**src/rtl/icon_channel_arbiter_if.sv**
```systemverilog
// Interconnect broadcast-channel types and the requester/channel bundle.
// Requesters and the channel share one interface; the arbiter is master.
package pkg_dtypes;
  typedef logic [3:0]  type_exec_unit_addr;
  typedef logic [31:0] type_exec_unit_data;
  typedef struct packed {
    logic [7:0] eus;
    logic [3:0] receiver_str;
  } type_icon_receivers_list;
endpackage

interface icon_channel_arbiter_if #(
  parameter int NUM_REQ = 4
);
  import pkg_dtypes::*;
  localparam int LOG2_NUM_REQ = $clog2(NUM_REQ);

  logic [NUM_REQ-1:0]      i_req_valid;
  type_exec_unit_addr      i_req_src_addr [NUM_REQ];
  type_exec_unit_data      i_req_data [NUM_REQ];
  type_icon_receivers_list i_req_receivers [NUM_REQ];
  logic [NUM_REQ-1:0]      o_req_ack;
  type_exec_unit_addr      o_ch_src_addr;
  type_exec_unit_data      o_ch_data;
  logic                    o_ch_data_valid;
  type_icon_receivers_list o_ch_receiver_list;
  type_icon_receivers_list i_ch_success_list;
  logic                    o_busy;
  logic [LOG2_NUM_REQ-1:0] o_grant_idx;
  logic                    o_timeout;
  logic                    o_timeout_err;

  modport master (
    input  i_req_valid, i_req_src_addr, i_req_data,
    input  i_req_receivers, i_ch_success_list,
    output o_req_ack, o_ch_src_addr, o_ch_data,
    output o_ch_data_valid, o_ch_receiver_list,
    output o_busy, o_grant_idx, o_timeout, o_timeout_err
  );

  modport slave (
    output i_req_valid, i_req_src_addr, i_req_data,
    output i_req_receivers, i_ch_success_list,
    input  o_req_ack, o_ch_src_addr, o_ch_data,
    input  o_ch_data_valid, o_ch_receiver_list,
    input  o_busy, o_grant_idx, o_timeout, o_timeout_err
  );
endinterface

```
**src/rtl/icon_channel_arbiter.sv**
```systemverilog
// Round-robin owner of one interconnect broadcast channel.
// Holds a broadcast until all listed receivers accept, or the watchdog fires.
module icon_channel_arbiter
  import pkg_dtypes::*;
#(
  parameter int NUM_REQ        = 4,
  parameter int TIMEOUT_CYCLES = 64,
  parameter int LOG2_NUM_REQ   = $clog2(NUM_REQ)
) (
  input logic                    i_clk,
  input logic                    i_reset,
  icon_channel_arbiter_if.master bus
);
  localparam int RW = $bits(type_icon_receivers_list);
  localparam int CW =
    (TIMEOUT_CYCLES > 1) ? $clog2(TIMEOUT_CYCLES) : 1;

  typedef enum logic {IDLE, BCAST} state_t;

  state_t                  state;
  logic [LOG2_NUM_REQ-1:0] rr_ptr;
  logic [LOG2_NUM_REQ-1:0] win_idx;
  logic [LOG2_NUM_REQ-1:0] probe;
  logic                    win_found;
  logic [NUM_REQ-1:0]      req_eff;
  logic [NUM_REQ-1:0]      grant_oh;
  logic [RW-1:0]           acc;
  logic [RW-1:0]           rx;
  logic [RW-1:0]           hit;
  logic [CW-1:0]           cnt;
  logic                    done;
  logic                    expire;

  assign rx       = bus.o_ch_receiver_list;
  assign hit      = (acc | bus.i_ch_success_list) & rx;
  assign done     = (hit == rx);
  assign expire   = (TIMEOUT_CYCLES > 0) &&
                    (cnt == CW'(TIMEOUT_CYCLES - 1));
  assign grant_oh = NUM_REQ'(1) << bus.o_grant_idx;

  // The just-acked requester may still hold valid in its ack cycle.
  assign req_eff  = bus.i_req_valid &
                    ~((|bus.o_req_ack) ? grant_oh : '0);

  always_comb begin
    win_found = 1'b0;
    win_idx   = '0;
    probe     = '0;
    for (int i = 1; i <= NUM_REQ; i++) begin
      probe = LOG2_NUM_REQ'((int'(rr_ptr) + i) % NUM_REQ);
      if (!win_found && req_eff[probe]) begin
        win_found = 1'b1;
        win_idx   = probe;
      end
    end
  end

  always_ff @(posedge i_clk) begin
    if (i_reset) begin
      state                  <= IDLE;
      rr_ptr                 <= LOG2_NUM_REQ'(NUM_REQ - 1);
      acc                    <= '0;
      cnt                    <= '0;
      bus.o_req_ack          <= '0;
      bus.o_ch_src_addr      <= '0;
      bus.o_ch_data          <= '0;
      bus.o_ch_data_valid    <= 1'b0;
      bus.o_ch_receiver_list <= '0;
      bus.o_busy             <= 1'b0;
      bus.o_grant_idx        <= '0;
      bus.o_timeout          <= 1'b0;
      bus.o_timeout_err      <= 1'b0;
    end else begin
      bus.o_req_ack <= '0;
      bus.o_timeout <= 1'b0;
      unique case (state)
        IDLE: begin
          if (win_found) begin
            state                  <= BCAST;
            rr_ptr                 <= win_idx;
            acc                    <= '0;
            cnt                    <= '0;
            bus.o_grant_idx        <= win_idx;
            bus.o_ch_src_addr      <= bus.i_req_src_addr[win_idx];
            bus.o_ch_data          <= bus.i_req_data[win_idx];
            bus.o_ch_receiver_list <= bus.i_req_receivers[win_idx];
            bus.o_ch_data_valid    <= 1'b1;
            bus.o_busy             <= 1'b1;
          end
        end
        BCAST: begin
          acc <= hit;
          if (done || expire) begin
            state               <= IDLE;
            bus.o_ch_data_valid <= 1'b0;
            bus.o_busy          <= 1'b0;
            bus.o_req_ack       <= grant_oh;
            // Completion in the final watchdog cycle still counts.
            if (!done) begin
              bus.o_timeout     <= 1'b1;
              bus.o_timeout_err <= 1'b1;
            end
          end else begin
            cnt <= cnt + 1'b1;
          end
        end
      endcase
    end
  end
endmodule

```
**src/flat_wrapper.sv**
```systemverilog
// flat-port wrapper written by rule: the top's interface ports become plain ports
module icon_channel_arbiter_flat import pkg_dtypes::*;
#(
  parameter int NUM_REQ        = 4,
  parameter int TIMEOUT_CYCLES = 64,
  parameter int LOG2_NUM_REQ   = $clog2(NUM_REQ)
)
  (i_clk, i_reset, bus_i_req_valid, bus_i_req_src_addr, bus_i_req_data, bus_i_req_receivers, bus_i_ch_success_list, bus_o_req_ack, bus_o_ch_src_addr, bus_o_ch_data, bus_o_ch_data_valid, bus_o_ch_receiver_list, bus_o_busy, bus_o_grant_idx, bus_o_timeout, bus_o_timeout_err);
  icon_channel_arbiter_if #(.NUM_REQ(NUM_REQ)) bus_i ();
  input logic i_clk;
  input logic i_reset;
  input wire logic [$bits(bus_i.i_req_valid)-1:0] bus_i_req_valid;
  input wire logic [$bits(bus_i.i_req_src_addr)-1:0] bus_i_req_src_addr;
  input wire logic [$bits(bus_i.i_req_data)-1:0] bus_i_req_data;
  input wire logic [$bits(bus_i.i_req_receivers)-1:0] bus_i_req_receivers;
  input wire logic [$bits(bus_i.i_ch_success_list)-1:0] bus_i_ch_success_list;
  output wire logic [$bits(bus_i.o_req_ack)-1:0] bus_o_req_ack;
  output wire logic [$bits(bus_i.o_ch_src_addr)-1:0] bus_o_ch_src_addr;
  output wire logic [$bits(bus_i.o_ch_data)-1:0] bus_o_ch_data;
  output wire logic [$bits(bus_i.o_ch_data_valid)-1:0] bus_o_ch_data_valid;
  output wire logic [$bits(bus_i.o_ch_receiver_list)-1:0] bus_o_ch_receiver_list;
  output wire logic [$bits(bus_i.o_busy)-1:0] bus_o_busy;
  output wire logic [$bits(bus_i.o_grant_idx)-1:0] bus_o_grant_idx;
  output wire logic [$bits(bus_i.o_timeout)-1:0] bus_o_timeout;
  output wire logic [$bits(bus_i.o_timeout_err)-1:0] bus_o_timeout_err;
  assign bus_i.i_req_valid = bus_i_req_valid;
  assign bus_i.i_req_src_addr = {>>{bus_i_req_src_addr}};
  assign bus_i.i_req_data = {>>{bus_i_req_data}};
  assign bus_i.i_req_receivers = {>>{bus_i_req_receivers}};
  assign bus_i.i_ch_success_list = bus_i_ch_success_list;
  assign bus_o_req_ack = bus_i.o_req_ack;
  assign bus_o_ch_src_addr = bus_i.o_ch_src_addr;
  assign bus_o_ch_data = bus_i.o_ch_data;
  assign bus_o_ch_data_valid = bus_i.o_ch_data_valid;
  assign bus_o_ch_receiver_list = bus_i.o_ch_receiver_list;
  assign bus_o_busy = bus_i.o_busy;
  assign bus_o_grant_idx = bus_i.o_grant_idx;
  assign bus_o_timeout = bus_i.o_timeout;
  assign bus_o_timeout_err = bus_i.o_timeout_err;
  icon_channel_arbiter #(.NUM_REQ(NUM_REQ), .TIMEOUT_CYCLES(TIMEOUT_CYCLES), .LOG2_NUM_REQ(LOG2_NUM_REQ)) u_core (.i_clk(i_clk), .i_reset(i_reset), .bus(bus_i));
endmodule
```
**config.mk**
```make
export PLATFORM = sky130hd
export DESIGN_NAME = icon_channel_arbiter_flat
export DESIGN_NICKNAME = d
export VERILOG_FILES = /design/src/rtl/icon_channel_arbiter_if.sv /design/src/rtl/icon_channel_arbiter.sv /design/src/flat_wrapper.sv
export SDC_FILE = /design/constraint.sdc
export NUM_CORES = 1
export LEC_CHECK = 0
export ABC_AREA = 1
export CORE_MARGIN = 2
export CORE_UTILIZATION = 45
export DETAILED_ROUTE_END_ITERATION = 8
export DONT_BUFFER_PORTS = 1
export GPL_TIMING_DRIVEN = 0
export PLACE_DENSITY = 0.6
export SETUP_SLACK_MARGIN = 0.4
export SYNTH_ARGS = -nofsm -noshare
export SYNTH_HDL_FRONTEND = slang
export SYNTH_SLANG_ARGS = --single-unit
```
**constraint.sdc**
```tcl
create_clock -name i_clk -period 4.7 [get_ports i_clk]
set_input_delay 0.94 -clock i_clk [delete_from_list [all_inputs] [get_ports i_clk]]
set_output_delay 0.94 -clock i_clk [all_outputs]
set_load 0.01 [all_outputs]
```
# == Word-level counts from Yosys, hierarchy flattened ==
# Cells that the tools add are included.
# op_classes
add_sub_neg,5
n_bitwise,8
reduce_logical,13
n_lt_le_gt_ge,5
mux,38
shifts,1
eq_ne,5
# op_table
operator,count
$bmux W32 S2,1
$mux W32,2
$mux W12,3
$bmux W12 S2,1
$pmux W12 S2,1
$mux W1,13
$and A12 B12 Y12,1
$eq A12 B12 Y1,1
$lt A2 B3 Y1 const B,4
$mux W4,3
$mux W6,2
$or A12 B12 Y12,1
$pmux W6 S2,1
$bmux W1 S2,4
$bmux W4 S2,1
$mux W2,4
$add A6 B1 Y6 const B,1
$eq A6 B6 Y1 const B,1
$reduce_and A2 Y1,3
$add A2 B1 Y2 const B,2
$add A2 B2 Y2 const B,2
$and A4 B4 Y4,1
$ne A2 B2 Y1 const B,2
$not A4 Y4,1
other kinds (12),19
# word_totals
output_inout_bits,58
inputBits,210
word_cells,88
regBits,78

# == Logic depth before layout (Yosys ltp) ==
# Gate-level depths: netlist of the first run.
# logic_depth
word_depth,20
mapped_depth,18

# == Worst setup path after synthesis of the first run ==
# Ideal clock, no wire load.
# synth_path
path_type,input-to-reg
from,input bus_i_req_valid[2]
to,register u_core.bus.o_ch_data[14]
n_path_buf,2
path_stages,13
arrival_time_ns,2.235
setup_time_ns,0.114
setup_slack_ns,2.351
cell_sequence,nand3_1 -> nand3_1 -> nand2_1 -> nand2_1 -> nand2_1 -> nand2_1 -> nand3_2 -> buf_4 -> buf_4 -> nand2_1 -> nand3_1 -> nand3_1 -> nand2_1
# synth_via
elab_chain_len,17
word_cells_on_any_way,28
# synth_rtl
item,line_no,text
start: declaration,flat_wrapper.sv:12,input wire logic [$bits(bus_i.i_req_valid)-1:0] bus_i_req_valid;
$and A4 B4 Y4 (*),icon_channel_arbiter.sv:42,assign req_eff = bus.i_req_valid &
$bmux W1 S2,icon_channel_arbiter.sv:51,if (!win_found && req_eff[probe]) begin
$mux W1 (not written as such),icon_channel_arbiter.sv:51,
$mux W1,icon_channel_arbiter.sv:51,
$logic_not A1 Y1,icon_channel_arbiter.sv:51,
$logic_and A1 B1 Y1,icon_channel_arbiter.sv:51,
$mux W1,icon_channel_arbiter.sv:51,
$logic_not A1 Y1,icon_channel_arbiter.sv:51,
$logic_and A1 B1 Y1,icon_channel_arbiter.sv:51,
$mux W1,icon_channel_arbiter.sv:51,
$logic_not A1 Y1,icon_channel_arbiter.sv:51,
$logic_and A1 B1 Y1,icon_channel_arbiter.sv:51,
$mux W2,icon_channel_arbiter.sv:51,
$not A2 Y3 (not written as such),icon_channel_arbiter.sv:85,bus.o_ch_data <= bus.i_req_data[win_idx];
$bmux W32 S2,icon_channel_arbiter.sv:85,
$mux W32 (not written as such) (2 in a row),icon_channel_arbiter.sv:85,
end signal: assignment,icon_channel_arbiter.sv:85,
end: declaration,icon_channel_arbiter_if.sv:36,"output o_req_ack, o_ch_src_addr, o_ch_data,"
# Mark *: on every way between the ends. The rest lies on a longest branch, timed or not. The select of a mux whose other input is x is not followed.
# A chain may end at the register's enable or synchronous reset.

# == Worst setup path after layout of the first run ==
# layout_path
from,register u_core.bus.o_grant_idx[1]
to,register u_core.bus.o_ch_data[25]
# layout_via
elab_chain_len,20
word_cells_on_any_way,31
# layout_rtl
item,line_no,text
start: declaration,icon_channel_arbiter_if.sv:38,"output o_busy, o_grant_idx, o_timeout, o_timeout_err"
start signal: assignment,icon_channel_arbiter.sv:83,bus.o_grant_idx <= win_idx;
$shl A1 B2 Y4 (*),icon_channel_arbiter.sv:39,assign grant_oh = NUM_REQ'(1) << bus.o_grant_idx;
$mux W4 (*),icon_channel_arbiter.sv:43,~((|bus.o_req_ack) ? grant_oh : '0);
$not A4 Y4 (*),icon_channel_arbiter.sv:43,
$and A4 B4 Y4 (*),icon_channel_arbiter.sv:42,
$bmux W1 S2,icon_channel_arbiter.sv:51,
$mux W1 (not written as such),icon_channel_arbiter.sv:51,
$mux W1,icon_channel_arbiter.sv:51,
$logic_not A1 Y1,icon_channel_arbiter.sv:51,
[... 3 more ...],n/a,
$logic_and A1 B1 Y1,icon_channel_arbiter.sv:51,
$mux W1,icon_channel_arbiter.sv:51,
$logic_not A1 Y1,icon_channel_arbiter.sv:51,
$logic_and A1 B1 Y1,icon_channel_arbiter.sv:51,
$mux W2,icon_channel_arbiter.sv:51,
$not A2 Y3 (not written as such),icon_channel_arbiter.sv:85,
$bmux W32 S2,icon_channel_arbiter.sv:85,
$mux W32 (not written as such) (2 in a row),icon_channel_arbiter.sv:85,
# Marked as above.

==> impl_metrics.py, run 1 <==
metrics = {
    "power": {
        "comb_power_share_pct": 68.5,
        "internal_power_w": 0.00216,
        "irDropWorstVdd_mv": 0.412,
        "p_leak_nw": 2.55,
        "power_density_nw_per_um2": 942,
        "p_sw_w": 0.00285,
        "switching_share_pct": 56.9,
        "p_clk_share_pct": 8.7,
        "power_frac_seq_pct": 22.9,
    },
    "floorplanning": {
        "die_w_um": 109,
        "dieHeight_um": 109,
        "die_area_sq_um": 11900,
        "pin_count": 268,
        "rows": 38,
        "coreArea_sq_um": 10800,
        "initial_core_util_pct": 46.0,
    },
    "logic_synthesis": {
        "netlist_area_sq_um": 4990,
        "synthCells": 826,
        "ys.warnings.count": 0,
        "synth_top_area_share_pct": 31.3,
        "async_flop_share_pct": 0,
        "synthFlopType": "dfxtp_1",
        "synthTopCellsByArea": "dfxtp_1 31%, nand2_1 21%, nand3_1 17%",
        "ys_seq_area_share_pct": 31.3,
        "syn_area_per_cell_sq_um": 6.04,
        "synth_top_cell_by_area": "dfxtp_1",
        "synth_seq_cells": 78,
        "synth_edf_count": 0,
        "yosysUniqueCellTypes": 31,
        "synth_fp_nets": 1037,
    },
    "setup_path": {
        "critical_path.max_fanout": 10,
        "path_class": "reg2reg",
        "critPathRequiredTime_ns": 4.97,
        "worstPathCellList": "inv_2 -> nor2_1 -> nand2_1 -> nand3_1 -> nand3_1 -> nand2_1 -> nand4_1 -> a21oi_1 -> clkbuf_1 -> nand3_1 -> nand3_1 -> nand2_1",
        "worstSetupStartpointType": "flop",
        "rr_startpoint": "u_core.bus.o_grant_idx[1]$_SDFFE_PP0P_",
        "slowest_delay_ns": 0.55,
        "cp_slowest_cell": "clkbuf_1",
        "critPathCaptureType": "flop",
        "rrSetupSlack_ns": 1.88,
        "critPathArrivalTime_ns": 3.09,
        "r2r_cells": 12,
        "crit_start": "u_core.bus.o_grant_idx[1]$_SDFFE_PP0P_",
        "cp_common_cell": "nand3_1",
        "reg2reg_to": "u_core.bus.o_ch_data[25]$_SDFFE_PP0P_",
    },
    "global_route": {
        "grt_max_degree": 12,
        "grt_overflow_total": 0,
        "met3_usage_pct": 7.94,
        "met1_usage_pct": 37.8,
        "grt_pass1_vias": 5410,
        "top_usage_layer": "met2",
        "grt_use_total_pct": 31.0,
        "use_met2_pct": 52.4,
        "antenna_found_initial": 0,
        "grt_pass1_wl_um": 28400,
    },
    "route": {
        "vias_per_cell": 5.74,
        "postRouteAntennaNets": 0,
        "num_vias": 5632,
        "dr.pass1.iters": 5,
        "drtIter0Drc": 394,
        "wl_um": 18600,
        "wl_per_cell_um": 19.0,
        "drc": 0,
    },
    "timing": {
        "finalClockSkew_ns": 0.00789,
        "drv_slew": 0,
        "period_share_pct": 60.0,
        "min_period_ns": 2.82,
        "timing.setup.tns_ns": 0,
        "setup_viol": 0,
        "tightest_slew_ns": 0.622,
        "fmax_ghz": 0.354,
        "rsz0062_at_grt": "false",
        "timing.final.ws_setup_ns": 1.88,
        "slew_headroom_pct": 58.5,
        "final-hold-violation-count": 0,
    },
    "clock_network": {
        "ctsHoldBuffers": 0,
        "post_cts_buffers": 0,
        "cts_buffer_depth": 2,
        "cts_tree": "built",
        "htreeDepth": 3,
        "ctsResizeCount": 0,
        "root_buffer": "clkbuf_8",
        "insertion_delay_ns": 0.36,
        "numCtsBuffers": 9,
        "cts.sinks": 78,
        "clk_pin_slew_ns": 0.08,
    },
    "min_path": {
        "min_delay_worst_endpoint": "u_core.acc[3]$_SDFFE_PP0P_",
        "hp-start": "u_core.acc[3]$_SDFFE_PP0P_",
        "hp-class": "reg2reg",
        "min_path_cells": 2,
    },
    "placed_design": {
        "io_buffers": 0,
        "place_hpwl_um": 14600,
        "routabilityCongestion": 0.920,
        "pre_cts_ws_ns": 1.80,
    },
    "run": {
        "maxCapViolations": 0,
    },
    "status": {
        "status": "finished clean",
    },
    "layout": {
        "final_layout_size_suffix_gt1_share_pct": 8.20,
        "syn2layout_area_growth_pct": 6.50,
        "antenna_cells": 0,
        "layout.nets": 1048,
    },
}
through the flow:
step | instances | power (W) | hold WS, ns | instance area (sq um) | util [%]
3_3_place_gp | 966 | 0.00447 | 0.445 | 5160 | 47.6
3_5_place_dp | 966 | 0.00453 | 0.454 | 5160 | 47.6
5_1_grt | 981 | 0.00550 | 0.478 | 5310 | 49.0
4_1_cts | 981 | 0.00497 | 0.463 | 5310 | 49.0
2_1_floorplan | 826 | 0.00364 | 0.435 | 4990 | -
6_report | 981 | 0.00501 | 0.462 | 5310 | 49.0
synth_stat cells, types with 2 or more instances:
library cell  count
a21oi_1          22
buf_2            28
buf_4             9
clkbuf_1         22
dfxtp_1          78
inv_1            41
inv_2             5
nand2_1         277
nand2_2           2
nand3_1         173
nand3b_1          5
nand4_1          60
nor2_1           69
nor2_2            2
nor3_1            3
o211ai_1          2
o21ai_0           5
o22ai_1           5
or2_2             6
routing by layer:
metal | wire, um | vias up
li1 | - | 2763
met1 | 7580 | 2557
met2 | 8850 | 266
met3 | 1600 | 46
met4 | 581 | 0
met5 | 0 | -
sequential cells by signal, indices dropped and copies added (netlist names):
name / count
u_core.bus.o_ch_data: 32
u_core.bus.o_ch_src_addr: 4
u_core.state: 1
u_core.bus.o_ch_data_valid: 1
u_core.cnt: 6
u_core.bus.o_req_ack: 4
u_core.rr_ptr: 2
u_core.bus.o_grant_idx: 2
u_core.bus.o_timeout_err: 1
u_core.acc: 12
u_core.bus.o_timeout: 1
u_core.bus.o_ch_receiver_list: 12
power groups by stage:
stage / logic [W] / registers [W] / clock network (W)
after floorplan: 0.00256 / 0.00108 / 0
after global placement: 0.00331 / 0.00116 / 0
after detailed placement: 0.00337 / 0.00116 / 0
after CTS: 0.00338 / 0.00115 / 0.000441
after global routing: 0.00386 / 0.00117 / 0.000467
final: 0.00343 / 0.00114 / 0.000433
cell type report:
class / count / area [sq um]
Inverter: 46 / 173
Clock buffer: 13 / 139
Buffer: 60 / 294
Multi-Input combinational cell: 642 / 2960
Sequential cell: 78 / 1560
Fill cell: 1227 / 5530
Tap cell: 140 / 175
Clock inverter: 2 / 10.0
placed cells by master, fill, tap and decap left out, types with 2 or more instances in the layout:
cell type	instances
a21oi_1	22
dfxtp_1	78
inv_1	41
nor2_1	69
o211ai_1	2
nand2_2	2
o21ai_0	5
nor2_2	2
buf_4	9
clkbuf_1	26
nand3_1	173
nand3b_1	5
inv_2	5
o22ai_1	5
or2_2	6
buf_2	28
nand2_1	277
nand4_1	60
clkinv_2	2
nor3_1	3
clkbuf_8	9
worst max-delay path: cells and delay by family (launching register included):
family,cells,cell delay (ns)
and+or+nand+nor,9,1.06
buffers and inverters,2,0.63
AOI/OAI and AO/OA,1,0.52
DFF,1,0.50
worst max-delay path by stage:
stage	endpoint	slack, ns	cells past startpoint
2_1_floorplan	u_core.bus.o_ch_data[14]$_SDFFE_PP0P_	2.35	13
3_3_place_gp	u_core.bus.o_ch_data[25]$_SDFFE_PP0P_	1.82	9
4_1_cts	u_core.bus.o_ch_data[25]$_SDFFE_PP0P_	1.98	12
3_5_place_dp	u_core.bus.o_ch_data[25]$_SDFFE_PP0P_	1.80	9
5_1_grt	u_core.bus.o_ch_data[26]$_SDFFE_PP0P_	1.67	12
6_report	u_core.bus.o_ch_data[25]$_SDFFE_PP0P_	1.88	12
kinds of logic after synthesis:
family	synth area share, %
XOR/XNOR	0.502
AND/OR/NAND/NOR	54.3
buffers and inverters	9.36
AO/OA/AOI/OAI	4.29
adder cells (fa/ha/maj)	0.251
flip-flops	31.3
Power figures use the tool's default switching activity.
==> run 2: changes to the inputs <==
- PLACE_DENSITY: 0.6 -> 0.62
- clock period: 4.7 -> 2.5 ns (I/O delays scaled with it)
==> impl_metrics.py, run 2 (same netlist as run 1, synthesis figures left out) <==
metrics = {
    "power": {
        "irDropWorstVdd_mv": 1.35,
        "p_leak_nw": 3.19,
        "power_density_nw_per_um2": 1940,
    },
    "floorplanning": {
        "pin_count": 268,
        "die_area_sq_um": 11900,
        "rows": 38,
        "die_w_um": 109,
        "coreArea_sq_um": 10800,
        "initial_core_util_pct": 46.0,
        "dieHeight_um": 109,
    },
    "route": {
        "wl_um": 20200,
        "drtIter0Drc": 525,
        "postRouteAntennaNets": 0,
        "dr.pass1.iters": 5,
        "wl_per_cell_um": 19.8,
        "drc": 0,
        "vias_per_cell": 5.92,
        "num_vias": 6019,
    },
    "clock_network": {
        "root_buffer": "clkbuf_8",
        "ctsHoldBuffers": 0,
        "clk_pin_slew_ns": 0.08,
        "numCtsBuffers": 9,
        "insertion_delay_ns": 0.38,
        "cts.sinks": 78,
        "cts_buffer_depth": 2,
        "cts_tree": "built",
        "htreeDepth": 3,
    },
    "layout": {
        "most-common-layout-cells": "243 x nand2_1, 116 x nand3_1, 71 x dfxtp_1, 60 x nor2_1, 60 x nand4_1",
        "layout.nets": 1082,
        "largest_reg_flops": 32,
        "finalNonFillerCells": 1017,
        "regMostFlops": "u_core.bus.o_ch_data",
        "final_common_cell": "nand2_1",
        "fin_util_pct": 62.5,
        "syn2layout_area_growth_pct": 35.8,
        "final_cell_area_sq_um": 6770,
        "final_layout_size_suffix_gt1_share_pct": 27.1,
        "reg_top3": "u_core.bus.o_ch_data x32, u_core.acc x12, u_core.bus.o_ch_receiver_list x12",
    },
    "timing": {
        "setup_viol": 0,
        "min_period_ns": 2.19,
        "timing.setup.tns_ns": 0,
        "finalClockSkew_ns": 0.0140,
        "tightest_slew_ns": 0.584,
        "period_share_pct": 87.6,
        "timing.final.ws_setup_ns": 0.309,
        "drv_slew": 0,
        "final-hold-violation-count": 0,
        "rsz0062_at_grt": "true",
        "fmax_ghz": 0.456,
        "slew_headroom_pct": 61.1,
    },
    "status": {
        "status": "finished clean",
    },
    "setup_path": {
        "critPathArrivalTime_ns": 2.47,
        "critical_path.max_fanout": 10,
        "critPathRequiredTime_ns": 2.78,
        "path_class": "reg2reg",
        "worstSetupStartpointType": "flop",
        "critPathCaptureType": "flop",
    },
    "placed_design": {
        "pre_cts_ws_ns": -0.237,
        "routabilityCongestion": 0.955,
        "place_hpwl_um": 14300,
        "io_buffers": 0,
        "dpl_cell_area_sq_um": 5160,
        "place_inst": 966,
    },
    "global_route": {
        "antenna_found_initial": 1,
        "grt_max_degree": 13,
        "grt_overflow_total": 0,
        "grt_pass1_wl_um": 29000,
        "grt_use_total_pct": 31.5,
        "grt_pass1_vias": 5557,
    },
    "run": {
        "maxCapViolations": 0,
    },
    "min_path": {
        "hp-class": "in2reg",
    },
}
==> run 2: metal layers <==
layer	track usage, %	routed length, um	vias up
met5	0	0	-
met4	12.8	734	0
met3	9.13	1870	68
met2	52.5	9900	331
met1	38.2	7670	2775
li1	-	-	2845
==> run 2: layout make-up <==
cell class | instances | area, sq um
clock buffer | 14 | 183
fill | 1003 | 4070
inverter | 46 | 180
clock inverter | 2 | 37.5
sequential | 78 | 1590
antenna | 1 | 2.50
buffer | 60 | 606
tap | 140 | 175
multi-input combinational | 642 | 3600
timing repair buffer | 34 | 400
==> run 2: report_power, final <==
group	total, W	leakage [nW]	switching (W)	internal (W)
sequential	0.00219	0.647	0.000539	0.00165
combinational	0.00984	2.43	0.00567	0.00417
clock	0.00108	0.109	0.000504	0.000572
==> run 2: final timing paths <==
| path | endpoint | depth (start not counted) | slack, ns | start |
|---|---|---|---|---|
| min | u_core.bus.o_ch_receiver_list[7]$_SDFFE_PP0P_ | 3 | 0.28 | i_reset |
| max reg2reg | u_core.bus.o_ch_receiver_list[9]$_SDFFE_PP0P_ | 15 | 0.31 | u_core.bus.o_req_ack[3]$_SDFF_PP0_ |
| min reg2reg | u_core.acc[1]$_SDFFE_PP0P_ | 2 | 0.46 | u_core.acc[1]$_SDFFE_PP0P_ |
| max | u_core.bus.o_ch_receiver_list[9]$_SDFFE_PP0P_ | 15 | 0.31 | u_core.bus.o_req_ack[3]$_SDFF_PP0_ |
==> run 2: worst max-delay path, cell delays in order (launching register included) <==
cell     delay, ns
dfxtp_4       0.37
nor2_4        0.13
nand2_4       0.10
nand2_2       0.11
nand3_4       0.08
nand2_4       0.09
buf_4         0.11
nand2_1       0.04
a21oi_1       0.17
nand2_2       0.10
a21oi_4       0.18
buf_4         0.18
buf_8         0.15
nand3_1       0.13
nand3_2       0.10
nand2_1       0.05
==> run 2: metrics by stage <==
step	hold slack (ns)	power [W]
after floorplan	0.435	0.00684
after global placement	0.445	0.00840
after detailed placement	0.454	0.00854
after CTS	0.272	0.0110
after global routing	0.288	0.0140
final	0.283	0.0131
==> run 2: what timing repair did <==
item	in CTS	in global routing
endpoints found under the setup margin	70	71
gates resized for setup	145	134
cloned	2	8
setup buffers	15	9
pin swaps	14	40
==> run 3: changes to the inputs <==
- clock period: 2.5 -> 1.9 ns (I/O delays scaled with it)
==> impl_metrics.py, run 3 (same netlist as run 1, synthesis figures left out) <==
metrics = {
    "status": {
        "status": "finished with violations",
        "violations": "setup timing",
    },
    "route": {
        "drtIter0Drc": 566,
        "dr.pass1.iters": 5,
        "vias_per_cell": 5.99,
        "wl_per_cell_um": 20.5,
        "num_vias": 6166,
        "postRouteAntennaNets": 0,
        "wl_um": 21100,
        "drc": 0,
    },
    "layout": {
        "regArea_sq_um": 1600,
        "fillCellCount": 967,
        "largest_reg_flops": 32,
        "antenna_cells": 0,
        "syn2layout_area_growth_pct": 45.5,
        "regMostFlops": "u_core.bus.o_ch_data",
        "most-common-layout-cells": "216 x nand2_1, 106 x nand3_1, 62 x dfxtp_1, 60 x nand4_1, 57 x nand3_2",
        "reg_top3": "u_core.bus.o_ch_data x32, u_core.acc x12, u_core.bus.o_ch_receiver_list x12",
        "layout.nets": 1096,
        "final_common_cell": "nand2_1",
        "multi_input_area_sq_um": 3860,
        "final_layout_size_suffix_gt1_share_pct": 36.0,
        "final_cell_area_sq_um": 7260,
        "finalNonFillerCells": 1030,
    },
    "power": {
        "p_leak_nw": 3.34,
        "power_density_nw_per_um2": 2540,
        "irDropWorstVdd_mv": 1.48,
    },
    "timing": {
        "timing.final.ws_setup_ns": -0.352,
        "setup_viol": 72,
        "final-hold-violation-count": 0,
        "tightest_slew_ns": 0.771,
        "rsz0062_at_grt": "true",
        "min_period_ns": 2.25,
        "drv_slew": 0,
        "slew_headroom_pct": 48.6,
        "finalClockSkew_ns": 0.0184,
        "period_share_pct": 119,
        "fmax_ghz": 0.444,
    },
    "min_path": {
        "hp-class": "in2reg",
    },
    "global_route": {
        "grt_pass1_wl_um": 29100,
        "antenna_found_initial": 0,
        "met1_usage_pct": 40.6,
        "grt_pass1_vias": 5521,
        "top_usage_layer": "met2",
        "grt_max_degree": 15,
        "grt_use_total_pct": 32.1,
        "use_met2_pct": 54.3,
        "grt_overflow_total": 0,
        "met3_usage_pct": 6.88,
    },
    "placed_design": {
        "place_inst": 966,
        "io_buffers": 0,
        "pre_cts_ws_ns": -0.376,
        "routabilityCongestion": 0.856,
        "place_hpwl_um": 14400,
        "dpl_cell_area_sq_um": 5370,
    },
    "setup_path": {
        "cp_slowest_cell": "dfxtp_4",
        "path_class": "reg2reg",
        "slowest_delay_ns": 0.38,
        "critPathRequiredTime_ns": 2.16,
        "worstSetupStartpointType": "flop",
        "critPathCaptureType": "flop",
        "critPathBufInv": 3,
        "critPathArrivalTime_ns": 2.52,
        "worstPathCellList": "nor2_4 -> nand2_4 -> nand2_2 -> nand3_2 -> nand2_4 -> o21ai_4 -> nand4_4 -> buf_6 -> nand2_8 -> nor2_4 -> buf_6 -> buf_8 -> nand3_1 -> nand2_1",
        "critPathTopFamily": "simple AND/OR/NAND/NOR gates",
        "critical_path.max_fanout": 10,
    },
    "clock_network": {
        "numCtsBuffers": 9,
        "cts_tree": "built",
        "clk_pin_slew_ns": 0.09,
        "insertion_delay_ns": 0.38,
        "htreeDepth": 3,
        "cts.sinks": 78,
        "root_buffer": "clkbuf_8",
        "cts_buffer_depth": 2,
    },
    "floorplanning": {
        "coreArea_sq_um": 10800,
        "rows": 38,
        "die_area_sq_um": 11900,
        "pin_count": 268,
        "dieHeight_um": 109,
        "die_w_um": 109,
        "initial_core_util_pct": 46.0,
    },
    "run": {
        "maxCapViolations": 0,
    },
}
[run 3: through the flow]
stage | hold slack, ns | util (%) | total power (W) | setup TNS, ns
2_1_floorplan | 0.435 | - | 0.00956 | 0
3_5_place_dp | 0.452 | 49.6 | 0.0118 | -21.02
3_3_place_gp | 0.443 | 49.6 | 0.0116 | -18.20
4_1_cts | 0.164 | 59.9 | 0.0159 | -11.54
6_report | 0.160 | 66.9 | 0.0184 | -20.74
5_1_grt | 0.171 | 66.9 | 0.0196 | -28.53
[run 3: per-layer routing]
metal  wire [um]  vias to the layer above  part of all wire (%)
li1            -                     2876                     -
met1        8080                     2904                    38
met2       10700                      351                    51
met3        1890                       35                   9.0
met4         443                        0                   2.1
met5           0                        -                     0
[run 3: cell type report]
type,instances,area share (%)
Timing Repair Buffer,47,8.53
Multi-Input combinational cell,643,53.2
Clock buffer,11,1.81
Inverter,46,2.69
Clock inverter,5,1.16
Buffer,60,8.21
Sequential cell,78,22.0
Tap cell,140,2.41
[run 3: path summary, 6_finish.rpt]
path	from	endpoint	slack [ns]	cells after the start
max	u_core.bus.o_req_ack[0]$_SDFF_PP0_	u_core.bus.o_ch_data[22]$_SDFFE_PP0P_	-0.35	14
min	i_reset	u_core.bus.o_ch_receiver_list[7]$_SDFFE_PP0P_	0.16	3
max reg2reg	u_core.bus.o_req_ack[0]$_SDFF_PP0_	u_core.bus.o_ch_data[22]$_SDFFE_PP0P_	-0.35	14
min reg2reg	u_core.acc[11]$_SDFFE_PP0P_	u_core.acc[11]$_SDFFE_PP0P_	0.46	2
[run 3: tightest hold or removal path, stage by stage]
cell	delay, ns
a21oi_1	0.03
nand2_1	0.06
nor2_1	0.04
[run 3: repair_timing]
| item | in CTS | in global routing |
|---|---|---|
| endpoints found under the setup margin | 78 | 78 |
| buffers inserted | 27 | 8 |
| hold buffers | 0 | 0 |
| cloned | 8 | 5 |
| pin swaps | 42 | 55 |
| gates resized for setup | 156 | 156 |
[run 3: where the power goes]
part	internal (W)	switching, W
registers	0.00219	0.000720
logic	0.00611	0.00796
clock network	0.000746	0.000700
